### config.mk
export PLATFORM = sky130hd
export DESIGN_NAME = fetch_sequencer
export DESIGN_NICKNAME = d
export VERILOG_FILES = /design/src/rtl/fetch_sequencer.sv
export SDC_FILE = /design/constraint.sdc
export NUM_CORES = 1
export LEC_CHECK = 0
export BUFFER_PORTS_ARGS = -buffer_cell sky130_fd_sc_hd__buf_4
export CORE_MARGIN = 8
export CORE_UTILIZATION = 46
export CTS_CLUSTER_SIZE = 12
export DETAILED_ROUTE_END_ITERATION = 10
export PLACE_DENSITY_LB_ADDON = 0.3
export SETUP_SLACK_MARGIN = 0.1
export SYNTH_ARGS = -nofsm -noshare
export SYNTH_HDL_FRONTEND = slang
export SYNTH_SLANG_ARGS = --single-unit
export TNS_END_PERCENT = 20
### constraint.sdc
create_clock -name i_clk -period 1.5 [get_ports i_clk]
set_input_delay 0.15 -clock i_clk [delete_from_list [all_inputs] [get_ports i_clk]]
set_output_delay 0.15 -clock i_clk [all_outputs]
set_load 0.005 [all_outputs]
### src/rtl/fetch_sequencer.sv
// Instruction-fetch controller: owns the fetch PC and the shared instruction-memory
// port, arbitrating between CPU fetch and the program-loader write channel.
module fetch_sequencer #(
  parameter int ADDR_W   = 12,
  parameter int DATA_W   = 16,
  parameter int RESET_PC = 0
) (
  input  logic              i_clk,
  input  logic              i_reset,
  input  logic              i_start,
  input  logic [ADDR_W-1:0] i_start_pc,
  input  logic              i_stop,
  input  logic              i_branch_valid,
  input  logic [ADDR_W-1:0] i_branch_target,
  input  logic              i_load_req,
  input  logic [ADDR_W-1:0] i_load_addr,
  input  logic [DATA_W-1:0] i_load_data,
  output logic              o_load_ack,
  output logic [ADDR_W-1:0] o_mem_addr,
  output logic              o_mem_re,
  output logic              o_mem_we,
  output logic [DATA_W-1:0] o_mem_wdata,
  input  logic [DATA_W-1:0] i_mem_rdata,
  output logic [DATA_W-1:0] o_instruction,
  output logic [ADDR_W-1:0] o_pc,
  output logic              o_inst_valid,
  output logic              o_halted
);

  typedef enum logic [1:0] {S_IDLE = 2'd0, S_RUN = 2'd1, S_HALT = 2'd2} state_t;

  state_t            state_q;
  logic [ADDR_W-1:0] f_q, tag_q, skid_pc_q, pc_q;
  logic [DATA_W-1:0] skid_data_q, instr_q;
  logic              ret_q, skid_vld_q, vld_q;

  logic              run_s, issue_s, load_s, deliver_s;
  logic [DATA_W-1:0] next_word_s;
  logic [ADDR_W-1:0] next_pc_s;

  function automatic logic is_halt(input logic [DATA_W-1:0] w);
    return (w[DATA_W-1 -: 4] == 4'hF);
  endfunction

  // Issue/load decisions; skid content takes precedence over a fresh return.
  always_comb begin
    run_s       = (state_q == S_RUN);
    issue_s     = run_s && !i_stop && !i_branch_valid;
    load_s      = !run_s && i_load_req;
    deliver_s   = issue_s && (skid_vld_q || ret_q);
    next_word_s = skid_vld_q ? skid_data_q : i_mem_rdata;
    next_pc_s   = skid_vld_q ? skid_pc_q : tag_q;
  end

  // The memory port is combinational; reset forces it quiet so no write can slip through.
  assign o_mem_re      = i_reset && issue_s;
  assign o_mem_we      = i_reset && load_s;
  assign o_load_ack    = i_reset && load_s;
  assign o_mem_wdata   = (i_reset && load_s) ? i_load_data : {DATA_W{1'b0}};
  assign o_mem_addr    = !i_reset ? {ADDR_W{1'b0}} :
                         load_s   ? i_load_addr    :
                         issue_s  ? f_q            : {ADDR_W{1'b0}};
  assign o_instruction = instr_q;
  assign o_pc          = pc_q;
  assign o_inst_valid  = vld_q;
  assign o_halted      = (state_q == S_HALT);

  // Sequencer state, fetch PC, in-flight tag, skid buffer and output registers.
  always_ff @(posedge i_clk or negedge i_reset) begin
    if (!i_reset) begin
      state_q     <= S_IDLE;
      f_q         <= ADDR_W'(RESET_PC);
      tag_q       <= {ADDR_W{1'b0}};
      ret_q       <= 1'b0;
      skid_vld_q  <= 1'b0;
      skid_data_q <= {DATA_W{1'b0}};
      skid_pc_q   <= {ADDR_W{1'b0}};
      instr_q     <= {DATA_W{1'b0}};
      pc_q        <= {ADDR_W{1'b0}};
      vld_q       <= 1'b0;
    end else begin
      case (state_q)
        S_RUN: begin
          if (i_branch_valid) begin
            f_q        <= i_branch_target;
            ret_q      <= 1'b0;
            skid_vld_q <= 1'b0;
            vld_q      <= 1'b0;
          end else if (i_stop) begin
            ret_q <= 1'b0;
            if (ret_q) begin
              skid_vld_q  <= 1'b1;
              skid_data_q <= i_mem_rdata;
              skid_pc_q   <= tag_q;
            end
          end else begin
            f_q        <= f_q + {{(ADDR_W-1){1'b0}}, 1'b1};
            tag_q      <= f_q;
            ret_q      <= 1'b1;
            skid_vld_q <= 1'b0;
            vld_q      <= deliver_s;
            if (deliver_s) begin
              instr_q <= next_word_s;
              pc_q    <= next_pc_s;
              // The read issued alongside the HALT word is dropped by HALT itself.
              if (is_halt(next_word_s)) begin
                state_q <= S_HALT;
              end
            end
          end
        end
        S_IDLE, S_HALT: begin
          ret_q <= 1'b0;
          if (state_q == S_HALT && !i_stop) begin
            vld_q <= 1'b0;
          end
          if (!i_load_req && i_start) begin
            f_q        <= i_start_pc;
            vld_q      <= 1'b0;
            skid_vld_q <= 1'b0;
            state_q    <= S_RUN;
          end
        end
        default: begin
          state_q <= S_IDLE;
        end
      endcase
    end
  end

endmodule
==> key figures <==
Run status
  – Status: finished with violations
  – Violated checks: setup timing

STA
  – Final hold vios: 0
  – # setup viols final: 108
  – Max frequency: between 500 and 600 MHz
  – RSZ-0062 raised after global routing: yes
  – Transition time of the tightest slew-check pin: 0.6280 ns
  – Worst rel slew slack: about three fifths
  – Slew Viols, Final: 0
  – Fin worst setup slack: -0.3109 ns
  – Final period util: 120.7%
  – Skew final: 0.01214 ns
  – Tmin final: 1.811 ns

Logic synthesis
  – Synth area leader: dfrtp_1
  – EDFF count, synth: 0
  – Post-synth top cells: 85 x dfrtp_1, 43 x a21oi_1, 36 x nor2_1, 29 x mux2i_1
  – Synth Register Bits: 85
  – Syn. warnings: 0
  – Synth unique cells: 48
  – Register area share after synthesis: about 50%
  – Synth top area share: between 50 and 60%
  – Most numerous cell in the Yosys netlist: dfrtp_1
  – Synth Instances: ~390
  – Main synth FF type: dfrtp_1
  – Avg Cell Area, Syn: between 10 and 15 sq um
  – Top cells by area, synth: dfrtp_1 50%, mux2i_1 6.8%, mux2_1 5.3%, mux2_2 5.3%, a21oi_1 5.1%
  – Post-synth ARST share: 100.0%
  – Mapped cell area: ~4200 sq um
  – Syn nets: approximately 460

Place
  – # port buffers: approximately 130
  – Gpl congestion: 0.8452
  – Placed cell areas: approximately 5500 sq um
  – Placed insts: ~640
  – DP Wirelength: 8.544 mm
  – Pre-CTS WS: -0.08403 ns

Worst setup path
  – CP Buf/Inv Count: 2
  – Slowest CP cell: dfrtp_2
  – Max incr delay on CP: around 0.45 ns
  – Worst R2R Setup Slack: -0.16 ns
  – Worst endpoint data arrival time: about 1.7 ns
  – Setup crit end kind: output pin
  – Crit Path Category: flip-flop to output pin
  – Crit-path cells: nand2b_4 > and3_4 > buf_12 > a22o_1 > buf_6
  – CP Launch Type: flip-flop
  – CP Max Fanout: 8
  – CP required: roughly 1.4 ns
  – Top delay family on crit path: flip-flops

Clock tree
  – Clk slew on worst S/H paths: roughly 0.1 ns
  – CTS tree: built
  – Total CTS buffers: 9
  – Clock Sinks: 85
  – CTS Buffer Depth: 2
  – Clock root cell: clkbuf_8
  – Clock latency on the worst-skew pair: ~0.36 ns
  – CTS H-tree depth: 3

Power
  – Worst vdd ir: approximately 0.73 mV
  – Leak: around 0.0028 uW
  – P per Cell Area: roughly 1700 nW/um^2

GRT
  – Initial antenna violation count: 0
  – Vias in the first global route: 3679
  – First-pass GRT wire length: ~19 mm
  – Met3 Usage GRT: under 10%
  – Met2 GRT Util: between 30% and 40%
  – Pin count of the biggest net entering global routing: 52
  – GRT busiest layer: met2
  – Grt met1 use: 24.04%
  – Grt total ovfl: 0
  – Total track usage: a little under a fifth

Die
  – Die Ht: roughly 110 um
  – Core ar.: 9109 sq um
  – Initial core utilization: a little under half
  – Die Wd: between 100 and 150 um
  – # rows: 35
  – IO Count: 135
  – Die area: between 10000 and 15000 sq um

Layout
  – Nets@finish: 630
  – Synth-to-Final Area Change: 48.05%
  – Fill count: about 680
  – Ratio of cells with drive above 1 in the final layout: about 51%
  – Finished Core Util: 68.94%
  – Cell area after layout: ~6300 sq um
  – Finished Layout Cells: approximately 670
  – Ant diodes: 0

Route
  – DRC: 0
  – Initial drt markers: roughly 190
  – Routed via count: between 3000 and 4000
  – Drt first pass iters: 4
  – Routed WL: ~12 mm
  – DR WL/cell: approximately 18 um
  – Vias per inst: about 5.4
  – DRT antenna net count: 0

Flow run
  – Max-Cap Viols: 0

Min path
  – Hold WC Path Type: input port to flip-flop
==> per-stage QoR <==
| stage | total power, uW | hold WS [ns] | setup TNS, ns |
|---|---|---|---|
| after floorplan | 6432 | -0.1456 | 0 |
| after global placement | 8284 | 0.1272 | -0.7447 |
| after detailed placement | 8468 | 0.1223 | -2.511 |
| after CTS | 10530 | -0.03905 | -10.84 |
| after global routing | 11570 | 0.009127 | -19.16 |
| final | 10880 | 0.02400 | -14.73 |
==> routing by layer <==
metal | share of wire [%] | wire length [um] | up-vias
met3 | 5.9 | 721 | 18
li1 | - | - | 1721
met4 | 2.0 | 242 | 0
met2 | 49 | 5949 | 137
met5 | 0 | 0 | -
met1 | 43 | 5219 | 1723
==> state kept, by name, indices dropped and copies added (netlist names) <==
register,count
o_pc,12
o_instruction,16
tag_q,12
o_inst_valid,1
skid_pc_q,12
ret_q,1
skid_data_q,16
f_q,12
skid_vld_q,1
state_q,2
==> layout by cell type (no fill, tap or decap), drive strengths merged, types with 6 or more instances in the layout <==
master  count
and2       17
nor2b       6
nor3        6
a22o       12
nor2       36
mux2i      29
a21oi      43
buf       183
dfrtp      85
o21ai       8
nand2      11
nand2b      8
mux2       40
clkbuf     11
==> cell families (layout without fill, tap and decap cells) <==
logic type | count (synthesis) | count (layout) | share of synthesized area, %
AO/OA/AOI/OAI | 90 | 90 | 13.45
XOR/XNOR | 4 | 4 | 0.8259
adder cells (fa/ha/maj) | 1 | 1 | 0.2949
buffers and inverters | 34 | 207 | 4.778
flip-flops | 85 | 85 | 50.15
multiplexers | 69 | 69 | 17.46
AND/OR/NAND/NOR | 104 | 104 | 13.04
==> final cells by class <==
| cell class | instances | area, sq um | area share, % |
|---|---|---|---|
| well taps | 111 | 138.9 | 2.212 |
| inverters | 4 | 15.01 | 0.2391 |
| flip-flops and latches | 85 | 2131 | 33.93 |
| clock inverters | 6 | 72.57 | 1.156 |
| repair buffers | 187 | 1624 | 25.86 |
| multi-input cells | 268 | 2171 | 34.57 |
| clock buffers | 10 | 127.6 | 2.032 |
==> power by group <==
group          switching, uW  total [uW]  internal [uW]
clock                    858        1640            785
sequential               862        4270           3410
combinational           2130        4970           2830
total                   3850       10900           7030
==> final timing paths <==
kind,from,end,depth (start not counted)
setup reg to reg,state_q[1]$_DFFE_PN0P_,skid_data_q[14]$_DFFE_PN0P_,5
hold reg to reg,skid_pc_q[2]$_DFFE_PN0P_,skid_pc_q[2]$_DFFE_PN0P_,1
min in group asynchronous,i_reset,o_inst_valid$_DFFE_PN0P_,3
setup / recovery,state_q[1]$_DFFE_PN0P_,o_mem_addr[5],5
hold / removal,i_mem_rdata[7],skid_data_q[7]$_DFFE_PN0P_,2
max in group asynchronous,i_reset,tag_q[11]$_DFFE_PN0P_,3
==> repair_timing <==
action	CTS	global route
resized for setup	57	48
setup endpoints to repair	113	115
buffers inserted	4	6
pin swaps	17	35
gates cloned	1	1
endpoints found under the hold margin	85	1
hold buffers	3	1
No activity file was read; power rests on OpenSTA's default activity.
